### src/rtl/register_writeback_pkg.sv
// td4_pkg: shared TD4 opcodes, selector codes and datapath width
package td4_pkg;
  localparam int DATA_W = 4;
  localparam logic [3:0] OP_ADD_A  = 4'b0000;
  localparam logic [3:0] OP_MOV_AB = 4'b0001;
  localparam logic [3:0] OP_IN_A   = 4'b0010;
  localparam logic [3:0] OP_MOV_A  = 4'b0011;
  localparam logic [3:0] OP_MOV_BA = 4'b0100;
  localparam logic [3:0] OP_ADD_B  = 4'b0101;
  localparam logic [3:0] OP_IN_B   = 4'b0110;
  localparam logic [3:0] OP_MOV_B  = 4'b0111;
  localparam logic [3:0] OP_OUT_B  = 4'b1001;
  localparam logic [3:0] OP_OUT_IM = 4'b1011;
  localparam logic [3:0] OP_JNC    = 4'b1110;
  localparam logic [3:0] OP_JMP    = 4'b1111;
  localparam logic [1:0] SEL_REG_A = 2'b00;
  localparam logic [1:0] SEL_REG_B = 2'b01;
  localparam logic [1:0] SEL_SW    = 2'b10;
  localparam logic [1:0] SEL_ZERO  = 2'b11;
endpackage

### src/rtl/register_writeback_if.sv
// register_writeback_if: retire inputs (IN_EN/IN_OP/IN_ALU/IN_CARRY) and selector/state outputs
interface register_writeback_if;
  import td4_pkg::*;
  logic              IN_EN;
  logic [3:0]        IN_OP;
  logic [DATA_W-1:0] IN_ALU;
  logic              IN_CARRY;
  logic              SEL_A;
  logic              SEL_B;
  logic [DATA_W-1:0] OUT_A;
  logic [DATA_W-1:0] OUT_B;
  logic [DATA_W-1:0] OUT_PORT;
  logic [DATA_W-1:0] OUT_PC;
  logic              OUT_CF;
  modport master (output IN_EN, IN_OP, IN_ALU, IN_CARRY,
                  input SEL_A, SEL_B, OUT_A, OUT_B, OUT_PORT, OUT_PC, OUT_CF);
  modport slave  (input IN_EN, IN_OP, IN_ALU, IN_CARRY,
                  output SEL_A, SEL_B, OUT_A, OUT_B, OUT_PORT, OUT_PC, OUT_CF);
endinterface

### src/rtl/register_writeback_op_decoder.sv
// td4_op_decoder: opcode+CF in; selector code and LOAD_A/LOAD_B/LOAD_PORT/LOAD_PC (taken jump) out
module td4_op_decoder
  import td4_pkg::*;
(
  input  logic [3:0] IN_OP,
  input  logic       CF,
  output logic [1:0] SEL,
  output logic       LOAD_A,
  output logic       LOAD_B,
  output logic       LOAD_PORT,
  output logic       LOAD_PC
);
  always_comb begin
    SEL = SEL_ZERO;
    case (IN_OP)
      OP_ADD_A, OP_MOV_BA:           SEL = SEL_REG_A;
      OP_ADD_B, OP_MOV_AB, OP_OUT_B: SEL = SEL_REG_B;
      OP_IN_A, OP_IN_B:              SEL = SEL_SW;
      default:                       SEL = SEL_ZERO;
    endcase
  end
  assign LOAD_A    = IN_OP inside {OP_ADD_A, OP_MOV_AB, OP_IN_A, OP_MOV_A};
  assign LOAD_B    = IN_OP inside {OP_ADD_B, OP_MOV_BA, OP_IN_B, OP_MOV_B};
  assign LOAD_PORT = IN_OP inside {OP_OUT_B, OP_OUT_IM};
  assign LOAD_PC   = (IN_OP == OP_JMP) || ((IN_OP == OP_JNC) && !CF);
endmodule

### src/rtl/register_writeback.sv
// register_writeback: CLK/RST plus slave bus; decodes IN_OP into SEL_A/SEL_B and retires IN_ALU into A/B/PORT/PC, IN_CARRY into CF
module register_writeback
  import td4_pkg::*;
(
  input  logic                 CLK,
  input  logic                 RST,
  register_writeback_if.slave  bus
);
  logic [DATA_W-1:0] a, b, port, pc;
  logic              cf;
  logic [1:0]        sel;
  logic              load_a, load_b, load_port, load_pc;
  td4_op_decoder u_dec (
    .IN_OP     (bus.IN_OP),
    .CF        (cf),
    .SEL       (sel),
    .LOAD_A    (load_a),
    .LOAD_B    (load_b),
    .LOAD_PORT (load_port),
    .LOAD_PC   (load_pc)
  );
  always_ff @(posedge CLK) begin
    if (RST) begin
      a    <= '0;
      b    <= '0;
      port <= '0;
      pc   <= '0;
      cf   <= 1'b0;
    end else if (bus.IN_EN) begin
      if (load_a) a <= bus.IN_ALU;
      if (load_b) b <= bus.IN_ALU;
      if (load_port) port <= bus.IN_ALU;
      pc <= load_pc ? bus.IN_ALU : pc + 1'b1;
      cf <= bus.IN_CARRY;
    end
  end
  assign {bus.SEL_B, bus.SEL_A} = sel;
  assign bus.OUT_A    = a;
  assign bus.OUT_B    = b;
  assign bus.OUT_PORT = port;
  assign bus.OUT_PC   = pc;
  assign bus.OUT_CF   = cf;
endmodule
### src/flat_wrapper.sv
// flat-port wrapper written by rule: the top's interface ports become plain ports
module register_writeback_flat import td4_pkg::*;
  (CLK, RST, bus_IN_EN, bus_IN_OP, bus_IN_ALU, bus_IN_CARRY, bus_SEL_A, bus_SEL_B, bus_OUT_A, bus_OUT_B, bus_OUT_PORT, bus_OUT_PC, bus_OUT_CF);
  register_writeback_if bus_i ();
  input  logic CLK;
  input  logic RST;
  input wire logic [$bits(bus_i.IN_EN)-1:0] bus_IN_EN;
  input wire logic [$bits(bus_i.IN_OP)-1:0] bus_IN_OP;
  input wire logic [$bits(bus_i.IN_ALU)-1:0] bus_IN_ALU;
  input wire logic [$bits(bus_i.IN_CARRY)-1:0] bus_IN_CARRY;
  output wire logic [$bits(bus_i.SEL_A)-1:0] bus_SEL_A;
  output wire logic [$bits(bus_i.SEL_B)-1:0] bus_SEL_B;
  output wire logic [$bits(bus_i.OUT_A)-1:0] bus_OUT_A;
  output wire logic [$bits(bus_i.OUT_B)-1:0] bus_OUT_B;
  output wire logic [$bits(bus_i.OUT_PORT)-1:0] bus_OUT_PORT;
  output wire logic [$bits(bus_i.OUT_PC)-1:0] bus_OUT_PC;
  output wire logic [$bits(bus_i.OUT_CF)-1:0] bus_OUT_CF;
  assign bus_i.IN_EN = bus_IN_EN;
  assign bus_i.IN_OP = bus_IN_OP;
  assign bus_i.IN_ALU = bus_IN_ALU;
  assign bus_i.IN_CARRY = bus_IN_CARRY;
  assign bus_SEL_A = bus_i.SEL_A;
  assign bus_SEL_B = bus_i.SEL_B;
  assign bus_OUT_A = bus_i.OUT_A;
  assign bus_OUT_B = bus_i.OUT_B;
  assign bus_OUT_PORT = bus_i.OUT_PORT;
  assign bus_OUT_PC = bus_i.OUT_PC;
  assign bus_OUT_CF = bus_i.OUT_CF;
  register_writeback u_core (.CLK(CLK), .RST(RST), .bus(bus_i));
endmodule
### config.mk
export PLATFORM = sky130hd
export DESIGN_NAME = register_writeback_flat
export DESIGN_NICKNAME = d
export VERILOG_FILES = /design/src/rtl/register_writeback_pkg.sv /design/src/rtl/register_writeback_if.sv /design/src/rtl/register_writeback_op_decoder.sv /design/src/rtl/register_writeback.sv /design/src/flat_wrapper.sv
export SDC_FILE = /design/constraint.sdc
export NUM_CORES = 1
export LEC_CHECK = 0
export CAP_MARGIN = 25
export CORE_MARGIN = 4
export CORE_UTILIZATION = 58
export DETAILED_ROUTE_END_ITERATION = 8
export DONT_BUFFER_PORTS = 1
export PLACE_DENSITY = 0.74
export SLEW_MARGIN = 20
export SYNTH_ARGS = -nofsm -noshare
export SYNTH_HDL_FRONTEND = slang
export SYNTH_SLANG_ARGS = --single-unit
### constraint.sdc
create_clock -name CLK -period 1.5 [get_ports CLK]
set_input_delay 0.375 -clock CLK [delete_from_list [all_inputs] [get_ports CLK]]
set_output_delay 0.375 -clock CLK [all_outputs]
set_load 0.02 [all_outputs]
==> metrics.md, run 1 <==
| Metric | Value |
|---|---|
| Die Y | `44.60 um` |
| Core area | `1186 um^2` |
| Crit share post-route | `83.63%` |
| Initial cell density of the core | `65.51%` |
| LEAKAGE | `0.3579 nW` |
| Routed vias/inst | `6.092` |
| Antenna violations before repair | `0` |
| Slew margin rel. | `77.72%` |
| Post-CTS setup buffers | `0` |
| Element type at the critical path start | `register` |
| Post-CTS Hold Fix Bufs | `0` |
| Routed WL per cell | `16.60 um` |
| Slowest cell on crit path | `dfxtp_1` |
| Delay-heaviest family, CP | `flip-flops` |
| Clock latency reported for the late side of the worst-skew pair | `0.29 ns` |
| Vias in the first global route | `608` |
| Critical path class | `reg2out` |
| Yosys reg bits | `17` |
| Hold Crit Endpoint | `u_core.bus.OUT_CF` |
| Fraction of layout cells with a size suffix above 1 | `11.90%` |
| Syn Std Cell Area | `777.0 um^2` |
| DIE WIDTH | `44.60 um` |
| Via count | `597` |
| Worst R2R Start | `u_core.bus.OUT_CF` |
| Clock skew | `0.003989 ns` |
| Worst Setup End Kind | `output pin` |
| Antenna Cells | `0` |
| Placed Cells | `94` |
| DR iter-0 viols | `5` |
| Sequential fraction of the synthesis area | `43.80%` |
| Final TNS setup | `0 ns` |
| Deepest clock path buffer count | `2` |
| Final non-filler cell total | `98` |
| CTS Buf Count | `3` |
| RSZ-0062 raised after global routing | `false` |
| Critical path depth | `1` |
| H-tree depth | `1` |
| Layout area overhead | `6.924%` |
| Tot GR Track Use | `17.54%` |
| Worst Reg2Reg Path Length in Cells | `3` |
| Net Count, Synth | `93` |
| Port Buf Inserts | `0` |
| Worst hold path class | `in2reg` |
| Hold Path Depth | `1` |
| Count of endpoints failing setup in the final report | `0` |
| Post-layout worst setup margin | `0.2456 ns` |
| Placement-stage cell area | `804.5 um^2` |
| Grt ovf | `0` |
| Reg-to-reg endpoint | `u_core.bus.OUT_PC[1]` |
| Hold Path Origin | `RST` |
| Routed Antenna Nets | `0` |
| Maximum vdd ir drop | `0.6372 mV` |
| Buf+Inv Stages, Crit Path | `1` |
| Post-synthesis cell count | `80` |
| Post-CTS resize count | `0` |
| Syn Area/Cell | `9.712 um^2` |
| Final Hold Fails | `0` |
| Routability congestion estimate | `0.6917` |
| Row count | `12` |
| CTS sink cnt | `17` |
| Distinct cells, synth | `25` |
| Global-route wire length before repair | `2.573 mm` |
| Routed Wire Length | `1.627 mm` |
| Final #Nets | `98` |
| Clk slew on worst S/H paths | `0.09 ns` |
| Worst endpoint required time | `1.12 ns` |
| Min Clock Period, post-route | `1.254 ns` |
| Crit path max fanout | `5` |
| Io pins | `31` |
| Tightest Pin Transition | `0.3325 ns` |
| HPWL after detailed placement | `1.239 mm` |
| Commonest cells after routing, fill and taps aside | `dfxtp_1, nor2_1, mux2i_1, nand2b_1` |
| DRT Pass-1 Iters | `4` |
| Status | `complete, no violations` |
| R2R setup slack | `0.39 ns` |
| DRC viols | `0` |
| Max Freq | `797.2 MHz` |
| Ys Warns | `0` |
| Most common cell after layout, fill and taps aside | `dfxtp_1` |
| Arrival time at the worst endpoint | `0.88 ns` |
| PwrDens | `995.6 nW/um^2` |
| Clock Root Buffer | `clkbuf_4` |
| Slew Limit Fails | `0` |
| Number of max-cap violations | `0` |
| Total Die Area | `1989 um^2` |
| TritonCTS clock tree | `yes` |
| Post-Layout Inst Area | `830.8 um^2` |
| Pin count of the biggest net entering global routing | `18` |
| Max stage delay on crit path | `0.42 ns` |
| CP cell instances | `buf_4` |
| Pre-CTS WS | `0.3600 ns` |
| Final Hold Slack | `0.1427 ns` |
sequential cells by signal, indices dropped and copies added, names as in the netlist:
name	count
u_core.bus.OUT_A	4
u_core.bus.OUT_B	4
u_core.bus.OUT_PC	4
u_core.bus.OUT_PORT	4
u_core.bus.OUT_CF	1
area by class of cell:
| type | count | area [um^2] |
|---|---|---|
| Timing Repair Buffer | 4 | 30.03 |
| Clock buffer | 4 | 26.28 |
| Multi-Input combinational cell | 59 | 416.7 |
| Sequential cell | 17 | 340.3 |
| Fill cell | 108 | 355.3 |
| Tap cell | 14 | 17.52 |
through the flow:
step / utilization (%) / power [mW]
6_report: 70.04 / 0.8271
2_1_floorplan: - / 0.5888
4_1_cts: 70.04 / 0.8424
3_3_place_gp: 67.83 / 0.5972
5_1_grt: 70.04 / 0.8643
3_5_place_dp: 67.83 / 0.6014
cell families (layout without fill, tap and decap cells):
family	after synthesis	count (layout)	share of synthesized area, %
AO/OA/AOI/OAI	11	11	9.825
adder cells (fa/ha/maj)	1	1	1.610
buffers and inverters	4	8	2.577
flip-flops	17	17	43.80
multiplexers	13	13	16.75
AND/OR/NAND/NOR	34	34	25.44
how the worst max path moves through the flow:
stage | start | end | slack (ns)
after CTS | u_core.bus.OUT_PC[0] | bus_OUT_PC[0] | 0.24
after floorplan | bus_IN_OP[3] | bus_SEL_A | 0.26
after detailed placement | bus_IN_OP[2] | u_core.bus.OUT_PORT[1] | 0.36
after global placement | bus_IN_OP[2] | u_core.bus.OUT_PORT[3] | 0.36
final | u_core.bus.OUT_PC[0] | bus_OUT_PC[0] | 0.25
after global routing | u_core.bus.OUT_PC[0] | bus_OUT_PC[0] | 0.21
per-layer routing:
| layer | GRT usage (%) | vias to the layer above | share of wire (%) |
|---|---|---|---|
| met1 | 20.15 | 275 | 40 |
| met3 | 8.537 | 2 | 11 |
| met2 | 29.23 | 25 | 48 |
| met5 | 0 | - | 0 |
| li1 | - | 295 | - |
| met4 | 3.614 | 0 | 0.49 |
cell usage after synthesis (all sizes together):
cell / count / share of area, %
a211o: 1 / 1.1
a21o: 1 / 0.97
a311oi: 1 / 1.1
a31oi: 3 / 2.4
a41oi: 1 / 1.1
and3: 1 / 1.4
and3b: 1 / 1.1
buf: 2 / 1.6
clkbuf: 2 / 0.97
dfxtp: 17 / 44
ha: 1 / 1.6
mux2i: 13 / 17
nand2b: 5 / 4.0
nand3: 3 / 1.9
nand3b: 1 / 0.97
nand4: 2 / 1.6
nand4b: 1 / 1.1
nor2: 14 / 6.8
nor2b: 4 / 3.2
nor3b: 1 / 2.4
o211ai: 1 / 0.97
o21ai: 2 / 1.3
o22ai: 1 / 0.81
or2: 1 / 0.81
power breakdown:
group          internal [mW]  switching, mW  total, mW
combinational         0.0458         0.0442     0.0900
sequential             0.470         0.0297      0.500
clock                  0.103          0.134      0.237
total                  0.619          0.208      0.827
Note: power is estimated with default switching activity, not from simulation.
==> run 2, diff against run 1 <==
==> constraint.sdc (replaced) <==
create_clock -name CLK -period 1.3 [get_ports CLK]
set_input_delay 0.325 -clock CLK [delete_from_list [all_inputs] [get_ports CLK]]
set_output_delay 0.325 -clock CLK [all_outputs]
set_load 0.02 [all_outputs]
==> run 2 against run 1 <==
Effect of this change: worst hold slack worse by 0.047 ns; via count down 1.5%; flip-flop and latch count unchanged; non-clock buffer count unchanged; critical endpoint unchanged; largest cell class unchanged; largest power group unchanged.
==> metrics.md, run 2 (synthesis results as in run 1) <==
| Metric | Value |
|---|---|
| Status | `complete, no violations` |
| Clock latency reported for the late side of the worst-skew pair | `0.28 ns` |
| CP cell instances | `buf_4` |
| Reg-to-reg endpoint | `u_core.bus.OUT_PC[1]` |
| Tot GR Track Use | `15.79%` |
| Critical path depth | `1` |
| Clk slew on worst S/H paths | `0.09 ns` |
| Port Buf Inserts | `0` |
| Tightest Pin Transition | `0.3100 ns` |
| Pwr Total | `0.9545 mW` |
| Layout area overhead | `6.924%` |
| Deepest clock path buffer count | `2` |
| Critical Path End | `bus_OUT_PC[0]` |
| Crit share post-route | `93.16%` |
| Routed WL per cell | `15.24 um` |
| Routability congestion estimate | `0.6936` |
| Grt ovf | `0` |
| Worst hold path class | `in2reg` |
| HPWL after detailed placement | `1.134 mm` |
| DRC viols | `0` |
| LEAKAGE | `0.3579 nW` |
| Worst Setup End Kind | `output pin` |
| Die Y | `44.60 um` |
| Clock skew | `0.0004298 ns` |
| Element type at the critical path start | `register` |
| Slowest cell on crit path | `dfxtp_1` |
| Pre-CTS WS | `0.2171 ns` |
| Post-layout worst setup margin | `0.08898 ns` |
| Final Hold Slack | `0.09602 ns` |
| Count of endpoints failing setup in the final report | `0` |
| Slew Limit Fails | `0` |
| Initial cell density of the core | `65.51%` |
| Global-route wire length before repair | `2.318 mm` |
| Core area | `1186 um^2` |
| TritonCTS clock tree | `yes` |
| DRT Pass-1 Iters | `3` |
| Buf+Inv Stages, Crit Path | `1` |
| Maximum vdd ir drop | `0.6824 mV` |
| Final Hold Fails | `0` |
| Clock Root Buffer | `clkbuf_4` |
| Crit path max fanout | `5` |
| Routed vias/inst | `6.000` |
| Worst Reg2Reg Path Length in Cells | `3` |
| Post-CTS Hold Fix Bufs | `0` |
| Min Clock Period, post-route | `1.211 ns` |
| Critical Path Source | `u_core.bus.OUT_PC[0]` |
| Routed Wire Length | `1.494 mm` |
| Number of max-cap violations | `0` |
| Final #Nets | `98` |
| H-tree depth | `1` |
| CTS Buf Count | `3` |
| Arrival time at the worst endpoint | `0.89 ns` |
| Total Die Area | `1989 um^2` |
| M1 wire length | `687 um` |
| Via count | `588` |
| PwrDens | `1149 nW/um^2` |
| Vias in the first global route | `523` |
| DR iter-0 viols | `4` |
| Post-CTS setup buffers | `0` |
| Uppermost routed layer | `met4` |
| Pin count of the biggest net entering global routing | `18` |
| Post-CTS resize count | `0` |
| R2R setup slack | `0.20 ns` |
| CTS sink cnt | `17` |
| Post-Layout Inst Area | `830.8 um^2` |
| WL met2 | `630 um` |
| Antenna Cells | `0` |
| DIE WIDTH | `44.60 um` |
| RSZ-0062 raised after global routing | `false` |
| Commonest cells after routing, fill and taps aside | `dfxtp_1, nor2_1, mux2i_1, nand2b_1` |
| Placement-stage cell area | `804.5 um^2` |
| Max Freq | `825.8 MHz` |
| Hold Path Depth | `1` |
| Fraction of layout cells with a size suffix above 1 | `11.90%` |
| Slew margin rel. | `79.23%` |
| Met3 wire len | `155 um` |
| Io pins | `31` |
| Most common cell after layout, fill and taps aside | `dfxtp_1` |
| Final TNS setup | `0 ns` |
| Worst R2R Start | `u_core.bus.OUT_CF` |
| Critical path class | `reg2out` |
| Antenna violations before repair | `0` |
| Worst endpoint required time | `0.98 ns` |
| Routed Antenna Nets | `0` |
| Max stage delay on crit path | `0.42 ns` |
| Delay-heaviest family, CP | `flip-flops` |
| Row count | `12` |
[run 2: cell counts in the layout (fill, tap and decap cells not counted)]
Identical to the previous run, type by type.
[run 2: layout make-up]
cell class                      instances  area [um^2]
Clock buffer                            4        26.28
Multi-Input combinational cell         59        416.7
Timing Repair Buffer                    4        30.03
Sequential cell                        17        340.3
Fill cell                              97        355.3
Tap cell                               14        17.52
[run 2: worst min-delay path by stage]
stage,startpoint,end,slack (ns)
floorplan,bus_IN_ALU[0],u_core.bus.OUT_B[0],0.47
global placement,RST,u_core.bus.OUT_PC[2],0.40
detailed placement,RST,u_core.bus.OUT_B[1],0.40
CTS,RST,u_core.bus.OUT_PC[1],0.1
global route,RST,u_core.bus.OUT_B[2],0.08
finish,RST,u_core.bus.OUT_PORT[1],0.1
[run 2: metal layers]
layer / GRT usage, % / vias to the layer above
li1: - / 295
met1: 22.36 / 263
met2: 21.78 / 25
met3: 5.691 / 5
met4: 5.422 / 0
met5: 0 / -
[run 2: metrics by stage]
step	util (%)	std cells
6_report	70.04	98
5_1_grt	70.04	98
4_1_cts	70.04	98
3_5_place_dp	67.83	94
3_3_place_gp	67.83	94
2_1_floorplan	-	80
[run 2: where the power goes]
part           total (mW)  internal [mW]  switching, mW
registers           0.576          0.542         0.0334
logic               0.103         0.0526         0.0501
clock network       0.276          0.119          0.157
==> run 3, diff against run 2 <==
--- a/config.mk
+++ b/config.mk
@@ -5,7 +5,6 @@
 export SDC_FILE = /design/constraint.sdc
 export NUM_CORES = 1
 export LEC_CHECK = 0
-export CAP_MARGIN = 25
 export CORE_MARGIN = 4
 export CORE_UTILIZATION = 58
 export DETAILED_ROUTE_END_ITERATION = 8
==> results of run 3 <==
Final layout, timing and power as in run 2 (identical DEF).
